File: src/rtl/gb_apu_wave_ram.sv
// Game Boy APU Ch3 wave pattern RAM: 16 bytes shared between the CPU port and the wave channel.
// Define GB_APU_WAVE_DMG_QUIRK_EN for DMG access-window behaviour; the default build is CGB behaviour.
module gb_apu_wave_ram #(
    parameter logic [7:0] INIT_BYTE = 8'h00
) (
    input  logic       clk,
    input  logic       reset,
    input  logic [3:0] cpu_addr,
    input  logic       cpu_wr,
    input  logic       cpu_rd,
    input  logic [7:0] cpu_wdata,
    output logic [7:0] cpu_rdata,
    output logic       cpu_rvalid,
    input  logic       ch_active,
    input  logic [3:0] wave_addr,
    input  logic       wave_fetch,
    output logic [7:0] wave_data
);

    logic [7:0] ram_reg [16];
    logic [7:0] rdata_reg;
    logic [7:0] rdata_next;
    logic       rvalid_reg;
    logic [3:0] eff_addr;
    logic       access_ok;
    logic       rd_en;
    logic       wr_en;

    // While the channel plays, the CPU only ever sees the byte the channel is on.
    assign eff_addr = ch_active ? wave_addr : cpu_addr;

`ifdef GB_APU_WAVE_DMG_QUIRK_EN
    logic win_reg;

    // Window opens for the single cycle after a fetch; inactive channel closes it.
    always_ff @(posedge clk) begin
        if (reset) begin
            win_reg <= 1'b0;
        end else begin
            win_reg <= ch_active & wave_fetch;
        end
    end

    assign access_ok = ~ch_active | win_reg;
`else
    logic unused_fetch;

    assign unused_fetch = wave_fetch;
    assign access_ok    = 1'b1;
`endif

    assign wr_en      = cpu_wr & access_ok;
    assign rd_en      = cpu_rd & ~cpu_wr;
    assign rdata_next = access_ok ? ram_reg[eff_addr] : 8'hFF;

    always_ff @(posedge clk) begin
        if (reset) begin
            for (int i = 0; i < 16; i++) begin
                ram_reg[i] <= INIT_BYTE;
            end
        end else if (wr_en) begin
            ram_reg[eff_addr] <= cpu_wdata;
        end
    end

    always_ff @(posedge clk) begin
        if (reset) begin
            rdata_reg  <= 8'hFF;
            rvalid_reg <= 1'b0;
        end else begin
            rvalid_reg <= rd_en;
            if (rd_en) begin
                rdata_reg <= rdata_next;
            end
        end
    end

    assign cpu_rdata  = rdata_reg;
    assign cpu_rvalid = rvalid_reg;
    assign wave_data  = ram_reg[wave_addr];

endmodule
File: config.mk
export PLATFORM = sky130hd
export DESIGN_NAME = gb_apu_wave_ram
export DESIGN_NICKNAME = d
export VERILOG_FILES = /design/src/rtl/gb_apu_wave_ram.sv
export SDC_FILE = /design/constraint.sdc
export NUM_CORES = 1
export LEC_CHECK = 0
export CAP_MARGIN = 20
export CORE_ASPECT_RATIO = 1.75
export CORE_MARGIN = 2
export CORE_UTILIZATION = 46
export CTS_BUF_LIST = sky130_fd_sc_hd__clkbuf_16
export CTS_CLUSTER_SIZE = 25
export DETAILED_ROUTE_END_ITERATION = 10
export HOLD_SLACK_MARGIN = 0.1
export PLACE_DENSITY = 0.67
export REMOVE_ABC_BUFFERS = 1
export SETUP_SLACK_MARGIN = 0.1
export SYNTH_ARGS = -nofsm -noshare
export SYNTH_HDL_FRONTEND = slang
export SYNTH_SLANG_ARGS = --single-unit
File: constraint.sdc
create_clock -name clk -period 2.6 [get_ports clk]
set_input_delay 0.26 -clock clk [delete_from_list [all_inputs] [get_ports clk]]
set_output_delay 0.26 -clock clk [all_outputs]
set_load 0.02 [all_outputs]
# Yosys cells after proc, flatten, opt, wreduce, memory -nomap -nowiden

Memories as Yosys holds them, arrays and structs flattened. A register that Yosys moved wholly into a read port is not among the register bits.
Index checks and enable logic that the tools add are counted.

Register bits after elaboration: 1
Bits in latches: 0
RAM bits: 128
ROM bits: 0
Bits of input ports: 22
Output and inout bits: 17
Logic and storage cells: 14
Memories kept: 1

$add $sub $neg: 0
$mul: 0
Div/mod/pow operators: 0
$lt $le $gt $ge: 0
Equal/unequal tests: 0
Shifts and indexed selects: 0
Multiplexer cells: 9
Bitwise gates (word level): 2
Reduce and logical (&&, ||, !) cells: 1

Memories:

| memory  | depth | bits a word | rd ports | clocked after Yosys merged registers in | write ports | RTL line | RTL |
|---|---|---|---|---|---|---|---|
| ram_reg | 16    | 8           | 2        | 1                                       | 16          | 20       | `logic [7:0] ram_reg [16];` |

Operators by type and width:

| cell               | number |
|---|---|
| 4-bit two-way mux  | 2 |
| 8-bit two-way mux  | 1 |
| 8-bit OR reduction | 1 |
| 1-bit two-way mux  | 6 |
| 1-bit bitwise AND  | 1 |
| 1-bit NOT          | 1 |

# Depth between registers and ports, before layout

Gate-level depths: netlist (run 1).

Depth in word-level cells: 5
Gate-level depth with buffers: 7
Depth with buffers taken out: 5

# Least setup slack after synthesis (run 1)

OpenSTA, ideal clock, no wires.

Path kind: input port to output port
Start point: input port wave_addr[0]
End point: output port wave_data[0]
Arrival: 1800 ps
Required time: 2340 ps
Slack: 540 ps
Stages on the path: 4
Buffers on the path: 2
Path through: buf_2 -> buf_2 -> mux4_2 -> mux4_2

Cells in the longest elaborated chain, start to end: 1

RTL lines:

| element           | RTL line | RTL |
|---|---|---|
| start, declared   | 15       | `input logic [3:0] wave_addr,` |
| memory 16 x 8 bit | --       |  |
| end, declared     | 17       | `output logic [7:0] wave_data` |

No other way between the ends.

==> metrics, run 1 <==
outcome finished clean; DRT iter0 DRCs 498; max-slew violation count 0; XOR/XNOR Fraction of Synth Area 0; Crit. End Element output port; largest net degree at the start of global routing 31; multiplexer share of the synthesized area 0.127; DRC viols 0; Async SR Flop Fraction 0; cell depth of the worst hold path 2; fillcell total 1328; r2r setup slk 700 ps; Clk Latency, worst-skew pair 430 ps; largest family of logic cells by synthesized area simple AND/OR/NAND/NOR gates; First-pass DRT Iterations 5; worst vdd ir 0.000445 V; placed instance count 854; worst hold slack 499 ps; final setup violation count 0; worst reg-to-reg path cell count 5; crit path max fanout 2; TNS Setup 0 ps; Leak 0.00322 uW; Clock H-tree levels 4; critical path required time 2340 ps; adder and majority gate portion of the synthesized area 0; crit share post-route 0.954; Die X 101 microns; f_max 0.403 GHz; Syn-to-layout area delta 21.5%; Max clock buf depth 2; number of synthesized flops with an enable pin 128; main flop type after synthesis edfxtp_1; grt total ovfl 0; Fin. Hold Viols 0; initial antenna violation count 1; Post-Synth Simple-Gate Area 0.162; Arr. time, crit path 2220 ps; gr usage total 0.291; Largest register FFs 128; Initial Utilization 0.465; Yosys top cell area share 0.509; routed len/inst 27.7 microns; final estimated routing congestion in global placement 0.963; area fraction in compound gates after synthesis 0.149; Seq cells post-synth 137; synth unique cells 35; vias in the first global route 5576; max_slew headroom 0.365; IO buf count 37; R2R Path Start ram_reg[3][6]; via count 5651; Routed Wire Length 24600 microns; Clock Skews 6.79 ps; Nets 704; Synth area leaders edfxtp_1 (51%), mux4_2 (13%), and2_1 (11%), o21a_1 (5.6%), o21ai_0 (4.1%); CTS Buf Count 17; Seq/Total Area, Yosys 0.533; die footprint 17500 sq um; Worst Max-Slew Pin Slew 950 ps; Hold Startpoint cpu_rdata[3]; dominant cell type by area after synthesis edfxtp_1; row cnt 62; Via density 6.37; Synthesis Warnings 0; Die Ht 173 microns; PD cells 624 nW/um^2; Cell Area, Synth 7540 sq um; total core area 16200 sq um; Max-Cap Viols 0; Worst-path clk slew 60 ps; worst hold-check path type register to register; Post-CTS Hold Buffers 0; synth cell count leaders and2_1 (128), edfxtp_1 (128), o21ai_0 (62); RSZ-0062 raised after global routing no; Inserted Diodes 0; CTS tree done; antenna viol nets, final 0; crit path kind register to output port; io pins 39; Hold Path End cpu_rdata[3]; clock sinks 137; Root Driver clkbuf_16; HPWL after DPL 18000 microns; final non-filler cell total 887; share of post-route cells with drive strength above 1 0.223; first-pass GRT wire length 35800 microns; Syn Area/Cell 12.6 sq um; Syn Inst Count 600; worst flop-to-flop path endpoint cpu_rdata[6]; startpoint types register; min Tclk post-route 2480 ps
## how the worst max path moves through the flow
stage                   startpoint  slack, ps              to  cells after the start
finish              ram_reg[15][5]        120    wave_data[5]                      3
CTS                 ram_reg[12][1]        100    wave_data[1]                      3
global route         ram_reg[8][5]        100    wave_data[5]                      3
floorplan              cpu_addr[0]       -360  ram_reg[14][0]                      4
global placement      wave_addr[1]       -410    cpu_rdata[4]                      8
detailed placement    wave_addr[1]       -310    cpu_rdata[0]                      9
## cells by family (layout without fill, tap and decap cells)
group                  Yosys count  after routing
muxes                           43             43
and+or+nand+nor                197            197
DFF                            137            137
AOI/OAI and AO/OA              171            171
buffers and inverters           52            147
## report_power, final
part	switching, uW	internal (uW)
clock	917	1390
combinational	419	352
sequential	100	2540
total	1440	4280
## per-layer routing
metal  GRT usage  up-vias  share of wire
met5           0        -        0.00053
met4       0.186        2          0.066
met3      0.0492       83          0.062
met2       0.491      313           0.52
met1       0.333     2793           0.35
li1            -     2460              -
## area by class of cell
type | instances | area, sq um | area share
clock inverters | 15 | 135 | 0.0147
well taps | 192 | 240 | 0.0262
multi-input cells | 411 | 3310 | 0.361
repair buffers | 113 | 1020 | 0.112
flip-flops and latches | 137 | 4020 | 0.439
inverters | 2 | 7.51 | 0.000819
clock buffers | 17 | 425 | 0.0464
## metrics by stage
| stage | setup slack (ps) | instance area (sq um) | total power (uW) | util |
|---|---|---|---|---|
| 6_report | 121 | 9170 | 5720 | 0.566 |
| 5_1_grt | 101 | 9170 | 5850 | 0.566 |
| 4_1_cts | 102 | 9160 | 5720 | 0.565 |
| 3_5_place_dp | -309 | 8590 | 3460 | 0.530 |
| 3_3_place_gp | -411 | 8580 | 3440 | 0.529 |
| 2_1_floorplan | -363 | 7330 | 3000 | - |
## critical path, cell delays in order, from the launching register on
cell and delay (ps):
edfxtp_1 420, mux4_2 540, mux4_2 500, dlygate4sd2_1 340
## what timing repair did
action                                  CTS  global route
endpoints found under the setup margin    8             3
resized for setup                        13             3
setup buffers                             0             1
## cells in the final DEF, fill, tap and decap left out, drive strengths merged, types with 3 or more instances in the layout
master         synthesis  final
edfxtp               128    128
and2                 128    128
buf                   18     77
o21a                  56     56
clkdlybuf4s50          0     27
and3b                  3      3
dlygate4sd2            0      6
clkbuf                32     17
or2                   18     18
dfxtp                  9      9
and3                   5      5
mux4                  42     42
and4b                  7      7
nor2                  19     19
nand2                  5      5
clkinvlp               0      3
nor3b                  4      4
o21ai                 73     73
a41oi                  8      8
o41ai                 14     14
a21oi                  9      9
clkinv                 0     10
a41o                   7      7
clkdlybuf4s15          0      3
(Power assumes the default switching activity.)
==> inputs of run 2 (changes only) <==
PLACE_DENSITY = 0.68   (was 0.67)
==> metrics, run 2 (synthesis results as in run 1) <==
metal3 WL 1970 microns; worst hold-check path type register to register; critical-path cell list mux4_2 -> mux4_2 -> clkdlybuf4s15_1; TNS Setup 0 ps; gr usage total 0.298; PD cells 642 nW/um^2; final setup violation count 0; Nets 712; Largest register FFs 128; Clock Skews 8.04 ps; first-pass GRT wire length 37400 microns; Max stage delay on crit path 540 ps; First-pass DRT Iterations 6; Die X 101 microns; final estimated routing congestion in global placement 0.930; grt total ovfl 0; Arr. time, crit path 2230 ps; initial antenna violation count 0; min Tclk post-route 2490 ps; IO buf count 37; f_max 0.402 GHz; max_slew headroom 0.360; die footprint 17500 sq um; share of post-route cells with drive strength above 1 0.235; Clk Latency, worst-skew pair 420 ps; DRT iter0 DRCs 623; worst vdd ir 0.000341 V; Seq. cell area 4020 sq um; max-slew violation count 0; R2R Path Start ram_reg[14][4]; highest metal used met4; wire length on met1 8650 microns; Crit. End Element output port; clock sinks 137; largest net degree at the start of global routing 26; critical path required time 2340 ps; routed len/inst 28.1 microns; antenna viol nets, final 0; footprint of the multi-input gates 3320 sq um; CTS tree done; routed wl met2 12300 microns; Max-Cap Viols 0; Routed Wire Length 25100 microns; Hold Startpoint cpu_rdata[4]; Root Driver clkbuf_16; via count 5927; Worst-path clk slew 60 ps; total core area 16200 sq um; CP max-delay cell mux4_2; Via density 6.62; Initial Utilization 0.465; most frequent cells in the layout and2_1 (128), edfxtp_1 (128), buf_4 (73); Die Ht 173 microns; io pins 39; DRC viols 0; CTS Buf Count 17; vias in the first global route 5944; crit path max fanout 2; Inserted Diodes 0; startpoint types register; outcome finished clean; fillcell total 1319; Max clock buf depth 2; Crit. Startpoint ram_reg[9][0]; Fin. Hold Viols 0; Worst Max-Slew Pin Slew 957 ps; Clock H-tree levels 4; RSZ-0062 raised after global routing yes; Syn-to-layout area delta 23.8%; crit-path most repeated cell mux4_2; HPWL after DPL 17900 microns; Leak 0.00331 uW; crit path kind register to output port; worst hold slack 479 ps; row cnt 62; crit share post-route 0.956
[run 2: changes by cell type in the layout (fill, tap and decap cells not counted), moves of 2 or more]
cell,change
buf_12,+3
buf_4,+6
buf_6,-2
bufinv_16,+2
clkinv_1,-4
clkinv_2,-2
inv_1,+3
[run 2: layout make-up]
class                           count  area share
Clock buffer                       17      0.0455
Clock inverter                     15      0.0202
Inverter                            2    0.000804
Multi-Input combinational cell    411       0.355
Sequential cell                   137       0.431
Tap cell                          192      0.0257
Timing Repair Buffer              121       0.122
[run 2: power breakdown]
part / internal, uW / leakage, uW / switching, uW
clock: 1590 / 0.000299 / 959
combinational: 369 / 0.00172 / 437
sequential: 2540 / 0.00129 / 97.5
total: 4510 / 0.00331 / 1490
[run 2: critical path, delay by kind of cell, from the launching register on]
kind                   cells  cell delay, ps
flip-flops                 1             440
multiplexers               2            1050
buffers and inverters      1             310
[run 2: through the flow]
step	worst slack (ps)	instance area [sq um]	instances	total power (uW)	utilization
floorplan	-363	7330	550	3000	-
global placement	-134	8700	862	3460	0.537
detailed placement	-134	8700	862	3480	0.537
CTS	109	9340	895	5980	0.576
global route	79.1	9340	895	6130	0.576
finish	115	9340	895	6000	0.576
[run 2: final timing paths]
check             depth (start not counted)      endpoint  slack, ps
setup reg to reg                          5  cpu_rdata[4]        910
hold / removal                            2  cpu_rdata[4]        480
setup / recovery                          3  wave_data[0]        110
hold reg to reg                           2  cpu_rdata[4]        480
[run 2: per-layer routing]
layer,up-vias,global-route usage
met2,419,0.489
li1,2479,-
met5,-,0
met4,0,0.209
met3,126,0.0528
met1,2903,0.346
[run 2: what timing repair did]
| item | 4_1_cts | 5_1_grt |
|---|---|---|
| cloned | 1 | 0 |
| gates resized for setup | 9 | 5 |
| hold buffers | 0 | 0 |
| buffers inserted | 0 | 0 |
| endpoints found under the setup margin | 8 | 4 |
==> inputs of run 3 (changes only) <==
SETUP_SLACK_MARGIN = 0.2   (was 0.1)
==> metrics, run 3 (synthesis results as in run 1) <==
dpl cell area 8700 sq um; met1 GRT Util 0.346; outcome finished clean; critical-path cell list mux4_2 -> mux4_2 -> buf_2; largest net degree at the start of global routing 26; met2 GRT Util 0.491; via count 5945; worst vdd ir 0.000339 V; Clock H-tree levels 4; Nets 712; share of post-route cells with drive strength above 1 0.246; DRT iter0 DRCs 607; pre-CTS setup slack -134 ps; HPWL after DPL 17900 microns; Leak 0.00331 uW; Layout Utilization 0.575; Crit. End Element output port; row cnt 62; die footprint 17500 sq um; First-pass DRT Iterations 5; Syn-to-layout area delta 23.5%; Arr. time, crit path 2120 ps; Die X 101 microns; min Tclk post-route 2380 ps; Worst Max-Slew Pin Slew 929 ps; antenna viol nets, final 0; TNS Setup 0 ps; final estimated routing congestion in global placement 0.930; Clk Latency, worst-skew pair 420 ps; f_max 0.421 GHz; Via density 6.64; total core area 16200 sq um; Max-Cap Viols 0; max-slew violation count 0; io pins 39; design area 9320 sq um; max_slew headroom 0.379; CP top delay family multiplexers; Inserted Diodes 0; initial antenna violation count 0; RSZ-0062 raised after global routing no; number of buffers and inverters on the critical path 1; crit path kind register to output port; Die Ht 173 microns; grt total ovfl 0; final setup violation count 0; crit-path most repeated cell mux4_2; most used routing layer met2; DRC viols 0; Fin. Hold Viols 0; Routed Wire Length 25400 microns; Clock Skews 8.53 ps; crit path max fanout 2; critical path required time 2340 ps; Max stage delay on crit path 560 ps; startpoint types register; CP max-delay cell mux4_2; gr usage total 0.299; Worst-path clk slew 60 ps; CTS Buf Count 17; # Post-CTS Setup Buffers 0; routed len/inst 28.4 microns; met3 Usage GRT 0.0552; Root Driver clkbuf_16; crit share post-route 0.915; final worst-path setup slack 222 ps; vias in the first global route 5925; Largest register FFs 128; most frequent cells in the layout and2_1 (128), edfxtp_1 (128), buf_4 (73); Max clock buf depth 2; CTS tree done; r2r setup slk 960 ps; PD cells 643 nW/um^2; worst hold-check path type register to register; first-pass GRT wire length 37500 microns; clock sinks 137; IO buf count 37; Initial Utilization 0.465
[run 3: cell count changes in the layout (fill, tap and decap cells not counted)]
cell / delta
dlygate4sd2_1: -4
o41ai_2: +1
clkbuf_2: -1
o41ai_1: -1
buf_2: +8
clkdlybuf4s15_1: -3
[run 3: per-layer routing]
| layer | share of wire | vias to the layer above |
|---|---|---|
| met5 | 0 | - |
| met3 | 0.084 | 118 |
| met4 | 0.079 | 0 |
| met2 | 0.49 | 440 |
| li1 | - | 2474 |
| met1 | 0.34 | 2913 |
[run 3: tightest hold or removal path: cells and delay by family (launching register included)]
kind | cells | cell delay [ps]
AO/OA/AOI/OAI | 2 | 120
flip-flops | 1 | 330
[run 3: power breakdown]
part | internal (uW) | switching, uW
registers | 2540 | 97.7
clock network | 1590 | 956
logic | 364 | 440
[run 3: stage by stage]
| step | power [uW] | instances | hold slack [ps] |
|---|---|---|---|
| 5_1_grt | 6130 | 895 | 521 |
| 3_5_place_dp | 3480 | 862 | 476 |
| 2_1_floorplan | 3000 | 550 | 344 |
| 4_1_cts | 5990 | 895 | 489 |
| 3_3_place_gp | 3460 | 862 | 459 |
| 6_report | 5990 | 895 | 478 |
[run 3: final timing paths]
check	depth (start not counted)	startpoint	endpoint
setup / recovery	3	ram_reg[9][0]	wave_data[0]
hold / removal	2	cpu_rdata[4]	cpu_rdata[4]
setup reg to reg	5	ram_reg[14][5]	cpu_rdata[5]
hold reg to reg	2	cpu_rdata[4]	cpu_rdata[4]
[run 3: layout make-up]
cell class / count / area (sq um)
Timing Repair Buffer: 121 / 1100
Sequential cell: 137 / 4020
Multi-Input combinational cell: 411 / 3330
Fill cell: 1321 / 6900
Clock buffer: 17 / 425
Clock inverter: 15 / 189
Tap cell: 192 / 240
Inverter: 2 / 7.51
[run 3: repair_timing]
action | in CTS | in global routing
endpoints found under the setup margin | 8 | 5
gates resized for setup | 29 | 5
cloned | 1 | 0
hold buffers | 0 | 0
